--- src/rtl/seg_pkg.sv ---
// seg_pkg: shared hex-code type, active-low 7-segment glyph constants and
// the all-off patterns used by the multiplexed display driver.
package seg_pkg;

  // One display digit is addressed by a 4-bit hex code.
  typedef logic [3:0] hex_code_t;

  // Active-low glyphs, bit order g..a (bit6..bit0).
  localparam logic [6:0] GLYPH_0 = 7'h40;
  localparam logic [6:0] GLYPH_1 = 7'h79;
  localparam logic [6:0] GLYPH_2 = 7'h24;
  localparam logic [6:0] GLYPH_3 = 7'h30;
  localparam logic [6:0] GLYPH_4 = 7'h19;
  localparam logic [6:0] GLYPH_5 = 7'h12;
  localparam logic [6:0] GLYPH_6 = 7'h02;
  localparam logic [6:0] GLYPH_7 = 7'h78;
  localparam logic [6:0] GLYPH_8 = 7'h00;
  localparam logic [6:0] GLYPH_9 = 7'h10;
  localparam logic [6:0] GLYPH_A = 7'h08;
  localparam logic [6:0] GLYPH_B = 7'h03;
  localparam logic [6:0] GLYPH_C = 7'h46;
  localparam logic [6:0] GLYPH_D = 7'h21;
  localparam logic [6:0] GLYPH_E = 7'h06;
  localparam logic [6:0] GLYPH_F = 7'h0E;

  // Segment bus with every segment and the decimal point dark.
  localparam logic [7:0] SEG_ALL_OFF = 8'hFF;

  // A digit enable that is deasserted (enables are active-low).
  localparam logic SEL_OFF = 1'b1;

  // Merge a glyph with a decimal point request into the 8-bit bus.
  function automatic logic [7:0] seg_with_dp(input logic [6:0] glyph, input logic dp);
    return {~dp, glyph};
  endfunction

endpackage

--- src/rtl/seg_hex_decoder.sv ---
// seg_hex_decoder: purely combinational hex code + decimal point to an
// active-low 8-bit segment pattern (bit7 = dp, bits6..0 = g..a).
module seg_hex_decoder
  import seg_pkg::*;
(
  input  hex_code_t  code,
  input  logic       dp,
  output logic [7:0] pattern
);

  logic [6:0] glyph;

  // Look up the glyph for the full 0..F range.
  always_comb begin
    glyph = GLYPH_8;
    unique case (code)
      4'h0: glyph = GLYPH_0;
      4'h1: glyph = GLYPH_1;
      4'h2: glyph = GLYPH_2;
      4'h3: glyph = GLYPH_3;
      4'h4: glyph = GLYPH_4;
      4'h5: glyph = GLYPH_5;
      4'h6: glyph = GLYPH_6;
      4'h7: glyph = GLYPH_7;
      4'h8: glyph = GLYPH_8;
      4'h9: glyph = GLYPH_9;
      4'hA: glyph = GLYPH_A;
      4'hB: glyph = GLYPH_B;
      4'hC: glyph = GLYPH_C;
      4'hD: glyph = GLYPH_D;
      4'hE: glyph = GLYPH_E;
      4'hF: glyph = GLYPH_F;
      default: glyph = GLYPH_8;
    endcase
  end

  assign pattern = seg_with_dp(glyph, dp);

endmodule

--- src/rtl/seg_scan_driver.sv ---
// seg_scan_driver: time-multiplexed 7-segment display driver with PWM
// brightness and frame-synchronous double-buffered display data.
// Optional feature: define SEG_BLINK_EN to add blink_mask_i and a
// frame-counted blink phase.
module seg_scan_driver
  import seg_pkg::*;
#(
  parameter int NUM_DIGITS   = 6,
  parameter int SUB_DIV      = 1563,
  parameter int BRIGHT_W     = 4,
  parameter int BLINK_FRAMES = 64
) (
  input  logic                    clk,
  input  logic                    rst,
  input  logic [4*NUM_DIGITS-1:0] digits_i,
  input  logic [NUM_DIGITS-1:0]   dp_i,
  input  logic [NUM_DIGITS-1:0]   blank_i,
  input  logic                    load_i,
  input  logic [BRIGHT_W-1:0]     bright_i,
`ifdef SEG_BLINK_EN
  input  logic [NUM_DIGITS-1:0]   blink_mask_i,
`endif
  output logic [NUM_DIGITS-1:0]   sel_o,
  output logic [7:0]              seg_o,
  output logic                    frame_o
);

  // The slot counter is split into a sub-slot prescaler and a sub-slot
  // index so that SUB_DIV = 1 needs no zero-width counter.
  localparam int DIV_W = (SUB_DIV > 1) ? $clog2(SUB_DIV) : 1;
  localparam int IDX_W = $clog2(NUM_DIGITS);
  localparam logic [DIV_W-1:0]    DIV_LAST = DIV_W'(SUB_DIV - 1);
  localparam logic [IDX_W-1:0]    IDX_LAST = IDX_W'(NUM_DIGITS - 1);
  localparam logic [BRIGHT_W-1:0] SUB_LAST = {BRIGHT_W{1'b1}};

  logic [DIV_W-1:0]    div_cnt;
  logic [BRIGHT_W-1:0] sub_slot;
  logic [IDX_W-1:0]    digit_idx;
  logic                div_tc;
  logic                slot_tc;
  logic                frame_tc;

  logic [4*NUM_DIGITS-1:0] pend_digits;
  logic [NUM_DIGITS-1:0]   pend_dp;
  logic [NUM_DIGITS-1:0]   pend_blank;
  logic [4*NUM_DIGITS-1:0] act_digits;
  logic [NUM_DIGITS-1:0]   act_dp;
  logic [NUM_DIGITS-1:0]   act_blank;

  hex_code_t             cur_code;
  logic                  cur_dp;
  logic                  cur_blank;
  logic                  blink_dark;
  logic                  lit;
  logic [7:0]            glyph;
  logic [NUM_DIGITS-1:0] sel_next;

  assign div_tc   = (div_cnt == DIV_LAST);
  assign slot_tc  = div_tc && (sub_slot == SUB_LAST);
  assign frame_tc = slot_tc && (digit_idx == IDX_LAST);

  // Scan counters: prescaler, sub-slot within the digit slot, digit index.
  always_ff @(posedge clk) begin
    if (rst) begin
      div_cnt   <= '0;
      sub_slot  <= '0;
      digit_idx <= '0;
    end else begin
      div_cnt <= div_tc ? '0 : div_cnt + 1'b1;
      if (div_tc) begin
        sub_slot <= sub_slot + 1'b1;
      end
      if (slot_tc) begin
        digit_idx <= (digit_idx == IDX_LAST) ? '0 : digit_idx + 1'b1;
      end
    end
  end

  // Double buffer: loads land in pending, the active copy changes only at
  // the frame wrap so a frame never shows a mixture of old and new data.
  // A load in the wrap cycle itself bypasses pending straight into active.
  always_ff @(posedge clk) begin
    if (rst) begin
      pend_digits <= '0;
      pend_dp     <= '0;
      pend_blank  <= '1;
      act_digits  <= '0;
      act_dp      <= '0;
      act_blank   <= '1;
    end else begin
      if (load_i) begin
        pend_digits <= digits_i;
        pend_dp     <= dp_i;
        pend_blank  <= blank_i;
      end
      if (frame_tc) begin
        act_digits <= load_i ? digits_i : pend_digits;
        act_dp     <= load_i ? dp_i     : pend_dp;
        act_blank  <= load_i ? blank_i  : pend_blank;
      end
    end
  end

`ifdef SEG_BLINK_EN
  localparam int BF_W = (BLINK_FRAMES > 1) ? $clog2(BLINK_FRAMES) : 1;
  localparam logic [BF_W-1:0] BF_LAST = BF_W'(BLINK_FRAMES - 1);

  logic [BF_W-1:0]       frame_cnt;
  logic                  blink_off;
  logic [NUM_DIGITS-1:0] pend_mask;
  logic [NUM_DIGITS-1:0] act_mask;
  logic                  cur_blink;

  // Count completed frames and flip the blink phase every BLINK_FRAMES.
  always_ff @(posedge clk) begin
    if (rst) begin
      frame_cnt <= '0;
      blink_off <= 1'b0;
    end else if (frame_tc) begin
      if (frame_cnt == BF_LAST) begin
        frame_cnt <= '0;
        blink_off <= ~blink_off;
      end else begin
        frame_cnt <= frame_cnt + 1'b1;
      end
    end
  end

  // The blink mask is double-buffered exactly like the display data.
  always_ff @(posedge clk) begin
    if (rst) begin
      pend_mask <= '0;
      act_mask  <= '0;
    end else begin
      if (load_i) begin
        pend_mask <= blink_mask_i;
      end
      if (frame_tc) begin
        act_mask <= load_i ? blink_mask_i : pend_mask;
      end
    end
  end

  // Pick the blink mask bit of the digit currently being scanned.
  always_comb begin
    cur_blink = 1'b0;
    for (int k = 0; k < NUM_DIGITS; k++) begin
      if (digit_idx == IDX_W'(k)) begin
        cur_blink = act_mask[k];
      end
    end
  end

  assign blink_dark = blink_off && cur_blink;
`else
  assign blink_dark = 1'b0;
`endif

  // Select the active data belonging to the digit currently being scanned.
  always_comb begin
    cur_code  = '0;
    cur_dp    = 1'b0;
    cur_blank = 1'b1;
    for (int k = 0; k < NUM_DIGITS; k++) begin
      if (digit_idx == IDX_W'(k)) begin
        cur_code  = act_digits[4*k +: 4];
        cur_dp    = act_dp[k];
        cur_blank = act_blank[k];
      end
    end
  end

  seg_hex_decoder u_decoder (
    .code    (cur_code),
    .dp      (cur_dp),
    .pattern (glyph)
  );

  // The digit is lit in sub-slots 0..bright_i unless blanked or blinking off.
  assign lit = (sub_slot <= bright_i) && !cur_blank && !blink_dark;

  // Build the one-cold digit enable for the current index.
  always_comb begin
    sel_next = {NUM_DIGITS{SEL_OFF}};
    for (int k = 0; k < NUM_DIGITS; k++) begin
      if (lit && (digit_idx == IDX_W'(k))) begin
        sel_next[k] = ~SEL_OFF;
      end
    end
  end

  // Register the pins together so enables and segments never skew.
  always_ff @(posedge clk) begin
    if (rst) begin
      sel_o   <= {NUM_DIGITS{SEL_OFF}};
      seg_o   <= SEG_ALL_OFF;
      frame_o <= 1'b0;
    end else begin
      sel_o   <= sel_next;
      seg_o   <= lit ? glyph : SEG_ALL_OFF;
      frame_o <= frame_tc;
    end
  end

endmodule
--- config.mk ---
export PLATFORM = sky130hd
export DESIGN_NAME = seg_scan_driver
export DESIGN_NICKNAME = d
export VERILOG_FILES = /design/src/rtl/seg_pkg.sv /design/src/rtl/seg_hex_decoder.sv /design/src/rtl/seg_scan_driver.sv
export SDC_FILE = /design/constraint.sdc
export NUM_CORES = 1
export LEC_CHECK = 0
export CORE_ASPECT_RATIO = 1.2
export CORE_MARGIN = 2
export CORE_UTILIZATION = 50
export DETAILED_ROUTE_END_ITERATION = 10
export GPL_ROUTABILITY_DRIVEN = 0
export PLACE_DENSITY = 0.76
export REMOVE_ABC_BUFFERS = 1
export SLEW_MARGIN = 20
export SYNTH_ARGS = -nofsm -noshare
export SYNTH_HDL_FRONTEND = slang
export SYNTH_SLANG_ARGS = --single-unit
--- constraint.sdc ---
create_clock -name clk -period 2.29 [get_ports clk]
set_clock_uncertainty 0.05 [all_clocks]
set_input_delay 0.229 -clock clk [delete_from_list [all_inputs] [get_ports clk]]
set_output_delay 0.229 -clock clk [all_outputs]
set_load 0.005 [all_outputs]
[Yosys cells after proc, flatten, opt, wreduce, memory -nomap -nowiden]
Memories as Yosys holds them, arrays and structs flattened. A register that Yosys moved wholly into a read port is not among the register bits.
Cells that the tools add are included.
Cells by class
  add/sub/neg operators: 3
  shifts and indexed selects: 0
  bitwise logic cells: 2
  multiply operators: 0
  div/mod/pow operators: 0
  equal/unequal tests: 7
  magnitude comparators: 1
  reduce and logical (&&, ||, !) cells: 13
  multiplexer cells: 28
Operator list (count)
  24-bit 2-to-1 mux: 1
  4-bit 2-to-1 mux: 6
  1-bit 2-to-1 mux: 18
  6-bit 2-to-1 mux: 2
  11-bit by 1-bit adder with 11-bit output, second input constant: 1
  11-bit == test, second input constant: 1
  1-bit logical AND: 9
  3-bit by 2-bit == test with 1-bit output, second input constant: 2
  3-bit == test, second input constant: 2
  4-bit by 1-bit adder with 4-bit output, second input constant: 1
  4-bit == test, second input constant: 1
  4-bit <= comparator: 1
  2-bit OR reduction: 2
  3-bit by 1-bit adder with 3-bit output, second input constant: 1
  3-bit by 1-bit == test with 1-bit output, second input constant: 1
  3-bit logical NOT: 1
  3-bit 2-to-1 mux: 1
  1-bit inverter: 2
  1-bit logical NOT: 1
Word-level totals
  bits in writable memories: 0
  ROM bits: 112
  latch bits: 0
  register bits: 105
  logic and storage cells: 67
  memories: 1
Memories
  (no name shown): depth 16, bits a word 7, read ports 1, clocked after memory_dff 1, wr ports 0, line seg_hex_decoder.sv:16  | unique case (code)

[Longest topological paths before layout]
  depth in word-level cells: 11
  gate-level depth with buffers: 13
  mapped depth without buffers: 11

[Modules after synthesis]
From an unflattened synthesis, not the netlist that was laid out.
Second synthesis, totals
  cell total of the unflattened synthesis: 478
  area total of the unflattened synthesis: 4699.5 um2
By module, submodules not included
  seg_scan_driver: area each 4420.5 um2, times used 1, cells an instance 445, sequential area each 2102.0 um2
  seg_hex_decoder: area each 279.0 um2, times used 1, cells an instance 33, sequential area each 0.0 um2

[Worst setup path before layout]
Ideal clock, no wire load.
  path type: register to register
  from: register digit_idx[1]
  to: register seg_o[0]
  arrival: 2.326 ns
  slack: -0.219 ns
  cell stages (with the launch flop): 13
  required time: 2.107 ns
  path through: dfxtp_1 > buf_2 > inv_1 > nor2_1 > ha_1 > nor4b_1 > a22oi_1 > nand2_1 > inv_1 > ha_1 > nor4_1 > a22o_1 > a22oi_1
On the way
  word-level cells in the longest chain between the ends: 11
  elaborated cells between the ends (all ways): 22
Ends and longest elaborated chain
  start, declared: line seg_scan_driver.sv:38  | logic [IDX_W-1:0] digit_idx;
  start signal, assigned: line seg_scan_driver.sv:74  | digit_idx <= (digit_idx == IDX_LAST) ? '0 : digit_idx + 1'b1;
  3-bit logical NOT: line seg_scan_driver.sv:165  | if (digit_idx == IDX_W'(k)) begin
  1-bit 2-to-1 mux (6 in series): line seg_scan_driver.sv:165
  1-bit logical NOT: line seg_scan_driver.sv:180  | assign lit = (sub_slot <= bright_i) && !cur_blank && !blink_dark;
  1-bit logical AND: line seg_scan_driver.sv:180
  1-bit inverter (no source line)
  2-bit OR reduction (no source line)
  end, declared: line seg_scan_driver.sv:24  | output logic [7:0] seg_o,
Parallel ways exist; a longest one is shown, timed or not.
A chain may end at the register's enable or synchronous reset.

[Worst setup path after layout]
  from: register digit_idx[0]
  to: register seg_o[3]
The elaborated chain is that of the path after synthesis.

==> impl_metrics.yaml <==
route:
  highest_layer: "met4"
  drtPass1Iterations: 5
  dr_wl_met2_um: 4550
  via_count: 3365
  wl_met3_um: 379
  met1Wirelength_um: 4040
  drt-total-wl_um: 9190
  drt_drc_violations_left: 0
  ant_nets: 0
  viasPerCell: 5.24
  post_drt_wl_per_cell_um: 14.3
  drt_iter0_drc: 153
cells_and_area:
  areaGrowthSynthToFinish_pct: 24.0
  fin_area_um2: 5610
  instances_no_fill: 642
  finalNetCount: 574
  diodes: 0
  drive_gt1_share_pct: 19.0
pwr:
  pwr-share-comb_pct: 7.0
  p_clk_share_pct: 35.5
  swShare_pct: 22.8
  power.leakage_nw: 2.14
  power_density_nw_per_um2: 583
  switching_power_mw: 0.747
  seqPwrFrac_pct: 57.5
  cellInternalPower_mw: 2.52
  vdd_drop_max_uv: 388
floorplan:
  dieArea_um2: 9820
  fp.dieW_um: 90.8
  start_util_pct: 50.6
  core-area_um2: 8940
  dieHeight_um: 108
  io_pins: 58
  row_count: 38
global_route:
  grt_antenna_before_repair: 0
  grt_max_degree: 43
  grt_overflow: 0
  grt_pass1_wl_um: 15100
  grt_usage_pct: 19.4
  grt_pass1_vias: 3292
placement:
  placed_area_um2: 5310
  hpwl_um: 6620
  place.port_buffers: 57
  dp_cells: 626
synthesis:
  ys_ff_latch: 105
  synth_common_cells: "dfxtp_1, nor2_1, mux2i_1"
  synth_top_area_share_pct: 46.5
  synth_area_leaders: "dfxtp_1, mux2i_1, a211oi_2"
  synthFlopType: "dfxtp_1"
  synth.most_common_cell: "dfxtp_1"
  seq_area_frac_synth_pct: 46.5
  syn_avg_cell_area_um2: 10.0
  synth_edf_count: 0
  syn_area_um2: 4520
  yosysTopAreaCell: "dfxtp_1"
  synth_warnings: 0
  synthesis.instances: 452
  ys_async_sr_fraction_pct: 0
  synth.distinct_cells: 48
setup_path:
  cp_max_fo: 3
  endpoint_kind: "flop"
  crit_chain: "inv_1, nor2_1, ha_2, nor4b_4, buf_4, a22oi_1, nand2_1, inv_1, buf_4, ha_4, inv_2, mux2i_1, a32oi_1"
  path_class: "reg2reg"
  crit_arrival_ns: 2.46
  worst-path-stages: 13
  slowest_stage: "dfxtp_2"
  cp-start-kind: "flop"
  reg2reg_depth: 13
  cp_top_family: "buffers and inverters"
  cp_data_required_time_ns: 2.48
  slowest_delay_ns: 0.33
  critPathBufInv: 5
clock_network:
  cts.sinks: 105
  cts_tree: "done"
  clock_latency_ns: 0.38
  cts-buffers-inserted: 9
  hold_buffers: 0
  clock-root-buffer: "clkbuf_8"
  cts_max_level: 3
  clockBufferDepth: 2
  cts_setup_buffers: 0
  cts.clk_slew.worst_paths_ns: 0.10
sta:
  fin_crit_ns: 2.27
  timing.hold.ws_ns: 0.323
  min_period_over_period_pct: 99.0
  max_freq_mhz: 441
  slew_violations: 0
  finalHoldViolCount: 0
  tightest_slew_ns: 0.570
  relSlewSlack_pct: 62.0
  setup_viol: 0
status:
  status: "finished, final reports clean"
hold_path:
  hold_path_depth: 3
  hold_class: "in2reg"
flow_run:
  maxCapViolCount: 0
==> layer usage <==
metal / up-vias / global-route usage [%]
met4: 0 / 11.1
met2: 73 / 32.6
met1: 1559 / 23.7
li1: 1716 / -
met3: 17 / 3.28
met5: - / 0
==> what timing repair did <==
item | in CTS | in global routing
endpoints found under the setup margin | 1 | 7
pin swaps | 0 | 7
gates resized for setup | 1 | 19
cloned | 0 | 0
==> layout make-up <==
cell class,instances,area (um^2)
multi-input cells,304,2300
inverters,12,45.0
flip-flops and latches,105,2100
clock buffers,10,138
clock inverters,6,65.1
well taps,120,150
repair buffers,85,800
fillers,769,3330
==> worst paths after layout <==
path,startpoint,endpoint,slack (ns)
worst max-delay path,digit_idx[0]$_SDFFE_PP0P_,seg_o[3]$_SDFF_PP1_,0.02
worst min register to register,act_blank[5]$_SDFFE_PP1P_,act_blank[5]$_SDFFE_PP1P_,0.43
worst max register to register,digit_idx[0]$_SDFFE_PP0P_,seg_o[3]$_SDFF_PP1_,0.02
worst min-delay path,rst,digit_idx[2]$_SDFFE_PP0P_,0.32
==> tightest hold or removal path, delay by kind of cell <==
family | cells | cell delay [ns]
AND/OR/NAND/NOR | 1 | 0.12
buffers and inverters | 2 | 0.37
==> placed cells by master, fill, tap and decap left out, drive strengths merged, types with 2 or more instances in the layout <==
master and n:
a211o 6, a21oi 11, mux2 4, mux2i 50, nand2b 9, nand3 10, clkdlybuf4s50 55, o21ai 6
xor2 7, or3 4, dfxtp 105, clkbuf 10, nor2 88, and3 3, nand4 6, o221ai 4
buf 30, clkinv 3, a211oi 33, inv 13, nand2 14, nand3b 2, nor2b 3, ha 14
nor3 3, xnor2 3, a32oi 3, nor4 2, a22oi 3, a21o 2
==> through the flow <==
stage / setup WS, ns / TNS [ns] / power [mW] / util (%)
finish: 0.0218 / 0 / 3.27 / 62.7
global route: -0.0796 / -0.138 / 3.41 / 62.7
CTS: 0.0325 / 0 / 3.31 / 61.7
detailed placement: 0.0254 / 0 / 2.15 / 59.4
global placement: 0.0621 / 0 / 2.15 / 59.4
floorplan: -1.01 / -33.77 / 2.01 / -
==> registers in the layout, summed over array words and instances (netlist names), 8 cells and up <==
name         cells
seg_o            8
act_digits      24
div_cnt         11
pend_digits     24
==> power by group through the flow <==
| stage | Clock [mW] | Combinational (mW) | Sequential [mW] |
|---|---|---|---|
| finish | 1.16 | 0.228 | 1.88 |
| floorplan | 0 | 0.0908 | 1.92 |
| CTS | 1.20 | 0.232 | 1.88 |
| global route | 1.27 | 0.252 | 1.89 |
| global placement | 0 | 0.224 | 1.92 |
| detailed placement | 0 | 0.231 | 1.92 |
==> kinds of logic (layout without fill, tap and decap cells) <==
kind of cell / Yosys count / count (layout) / share of synthesized area (%)
AND/OR/NAND/NOR: 148 / 148 / 15.1
flip-flops: 105 / 105 / 46.5
AO/OA/AOI/OAI: 78 / 78 / 15.9
multiplexers: 54 / 54 / 12.1
buffers and inverters: 43 / 113 / 4.57
adder cells (fa/ha/maj): 14 / 14 / 3.87
XOR/XNOR: 10 / 10 / 1.94
Note: power is estimated with default switching activity, not from simulation.
==> RTL change: new RTL, same flow settings <==
Register the output `seg_o` once more, with the module's reset; this adds one clock of latency there. The other outputs are not delayed to match.
--- a/src/rtl/seg_scan_driver.sv
+++ b/src/rtl/seg_scan_driver.sv
@@ -34,4 +34,6 @@
   localparam logic [BRIGHT_W-1:0] SUB_LAST = {BRIGHT_W{1'b1}};
 
+  logic [7:0] seg_s0;
+
   logic [DIV_W-1:0]    div_cnt;
   logic [BRIGHT_W-1:0] sub_slot;
@@ -194,12 +196,20 @@
     if (rst) begin
       sel_o   <= {NUM_DIGITS{SEL_OFF}};
-      seg_o   <= SEG_ALL_OFF;
+      seg_s0  <= SEG_ALL_OFF;
       frame_o <= 1'b0;
     end else begin
       sel_o   <= sel_next;
-      seg_o   <= lit ? glyph : SEG_ALL_OFF;
+      seg_s0  <= lit ? glyph : SEG_ALL_OFF;
       frame_o <= frame_tc;
     end
   end
 
+  always_ff @(posedge clk) begin
+    if (rst) begin
+      seg_o <= '0;
+    end else begin
+      seg_o <= seg_s0;
+    end
+  end
+
 endmodule
Formal check against the unedited RTL: not equivalent (a bounded check fails within 4 cycles, from zero or initial values and one cycle with rst high).
==> RTL change against the unedited design <==
- worst setup slack improved by 0.12 ns
- clock power is 120% higher
- sequential cell count rose by 8
- final area increased by 7.2%
- synthesized area increased by 1.0%
- via count is 6.9% higher
- final cell count increased by 5.6%
- wire length is 5.5% higher
- total power grew 49%
- first-iteration DRC count increased by 35%
- largest cell class is now sequential cells
- largest power group is now clock
==> RTL change: results (changes against the unedited design) <==
{| class="wikitable"
! Metric !! Value
|-
| Run status || finished clean
|-
| Seq/total area || 37.68% (+0.16 points)
|-
| Avg WL per Cell || 14.31 µm (about the same)
|-
| Part of the Yosys area used for sequential elements || 49.55% (+3.0 points)
|-
| Number of cell instances on the worst register-to-register path || 11 (-2)
|-
| Met2 layer usage reported by global route || 35.03% (+2.4 points)
|-
| Number of nets in the final layout || 602 (+4.9%)
|-
| Vias after detailed routing || 3598 (+6.9%)
|-
| Source-to-sink clock delay at the later pin of the worst-skew pair || 0.52 ns (+0.14 ns)
|-
| FILL cells || 734 (-4.6%)
|-
| Inverters excl. clock || 13 (+1)
|-
| Largest net degree at the start of global routing || 64 (+49%)
|-
| Cts bufs inserted || 17 (+8)
|-
| Number of clock buffers in the layout || 19 (+9)
|-
| Compound-Gate Fraction of Synth Area || 12.55% (-3.4 points)
|-
| Via count of the first global-routing pass || 3479 (+5.7%)
|-
| Fraction of area in clock buffers and inverters || 9.894% (+6.3 points)
|-
| Worst reg2reg startpoint || digit_idx[1]$_SDFFE_PP0P_
|-
| Crit path capture || seg_s0[5]$_SDFF_PP1_
|-
| Synth Area in Adders || 3.837% (-0.038 points)
|-
| Syn Inst Count || 474 (+4.9%)
|-
| Area used by multi-input combinational logic || 2142 µm² (-7.1%)
|-
| Multi-input logic cell count || 315 (+3.6%)
|-
| Multiplexer area fraction after synthesis || 11.21% (-0.86 points)
|-
| Leading post-synthesis cells by instance count || sky130_fd_sc_hd__dfxtp_1 (113), sky130_fd_sc_hd__nor2_1 (87), sky130_fd_sc_hd__mux2i_1 (50), sky130_fd_sc_hd__a211oi_1 (31), sky130_fd_sc_hd__clkbuf_1 (23)
|-
| Drt initial violations || 206 (+35%)
|-
| Kind of cell with the highest combined delay on the critical path || compound AO/OA/AOI/OAI gates
|-
| Crit path kind || register to register
|-
| Final setup slack of the worst path || 0.1465 ns (+0.1247 ns)
|-
| Fraction of area in non-clock buffers || 13.46% (-0.81 points)
|-
| Clock-pin slew of the registers on the worst-case setup and hold paths || 0.06 ns (-0.04 ns)
|-
| Resized Gates After CTS || 4 (+3)
|-
| Largest registers ranked by flip-flop count || act_digits: 24 flops, pend_digits: 24 flops, div_cnt: 11 flops
|-
| Global-route track usage on met3 || 5.805% (+2.5 points)
|-
| Post-Route Utilization || 67.20% (+4.5 points)
|-
| Top post-synthesis cells by area || sky130_fd_sc_hd__dfxtp_1 (50%), sky130_fd_sc_hd__mux2i_1 (11%), sky130_fd_sc_hd__nor2_1 (7.2%)
|-
| Max VDD drop || 519.6 µV (+34%)
|-
| Max-slew headroom at the worst pin || 60.06% (-1.9 points)
|-
| Worst Path Max Fanout || 5 (+2)
|-
| Endpoint arrival time on the critical path || 2.48 ns (+0.02 ns)
|-
| Placed Instances || 643 (+2.7%)
|-
| Layout cell share with drive strength beyond 1 || 13.80% (-5.2 points)
|-
| Gr usage total || 20.41% (+1.0 points)
|-
| Unique cell type count in the Yosys netlist || 46 (-4.2%)
|-
| Number of H-tree levels || 4 (+1)
|-
| Synthesized-area fraction occupied by xor and xnor cells || 1.918% (-0.019 points)
|}
RTL change: cell types whose count changed in the layout (fill, tap and decap cells not counted), sizes merged, moves of 3 or more:
cell / unedited run / this run
clkinvlp: 1 / 6
mux2: 4 / 1
a221oi: 1 / 4
nor2b: 3 / 12
a22oi: 3 / 0
dfxtp: 105 / 113
a32oi: 3 / 0
clkbuf: 10 / 20
RTL change: per-layer routing:
layer  vias to the layer above  wire (µm)
li1                       1795          -
met1                      1695       4059
met2                        97       5076
met3                        11        440
met4                         0        125
met5                         -          0
RTL change: cell families after synthesis:
| kind of cell | after synthesis |
|---|---|
| flops | 113 |
| buf+inv | 46 |
| compound gates | 78 |
| mux | 51 |
| simple gates | 162 |
| xor+xnor | 10 |
| fa+ha+maj | 14 |
RTL change: power breakdown:
part | internal, µW | switching, µW | total [µW] | leakage (µW)
clock network | 1680 | 915 | 2590 | 0.000272
logic | 133 | 109 | 243 | 0.00115
registers | 2020 | 14.3 | 2030 | 0.000923
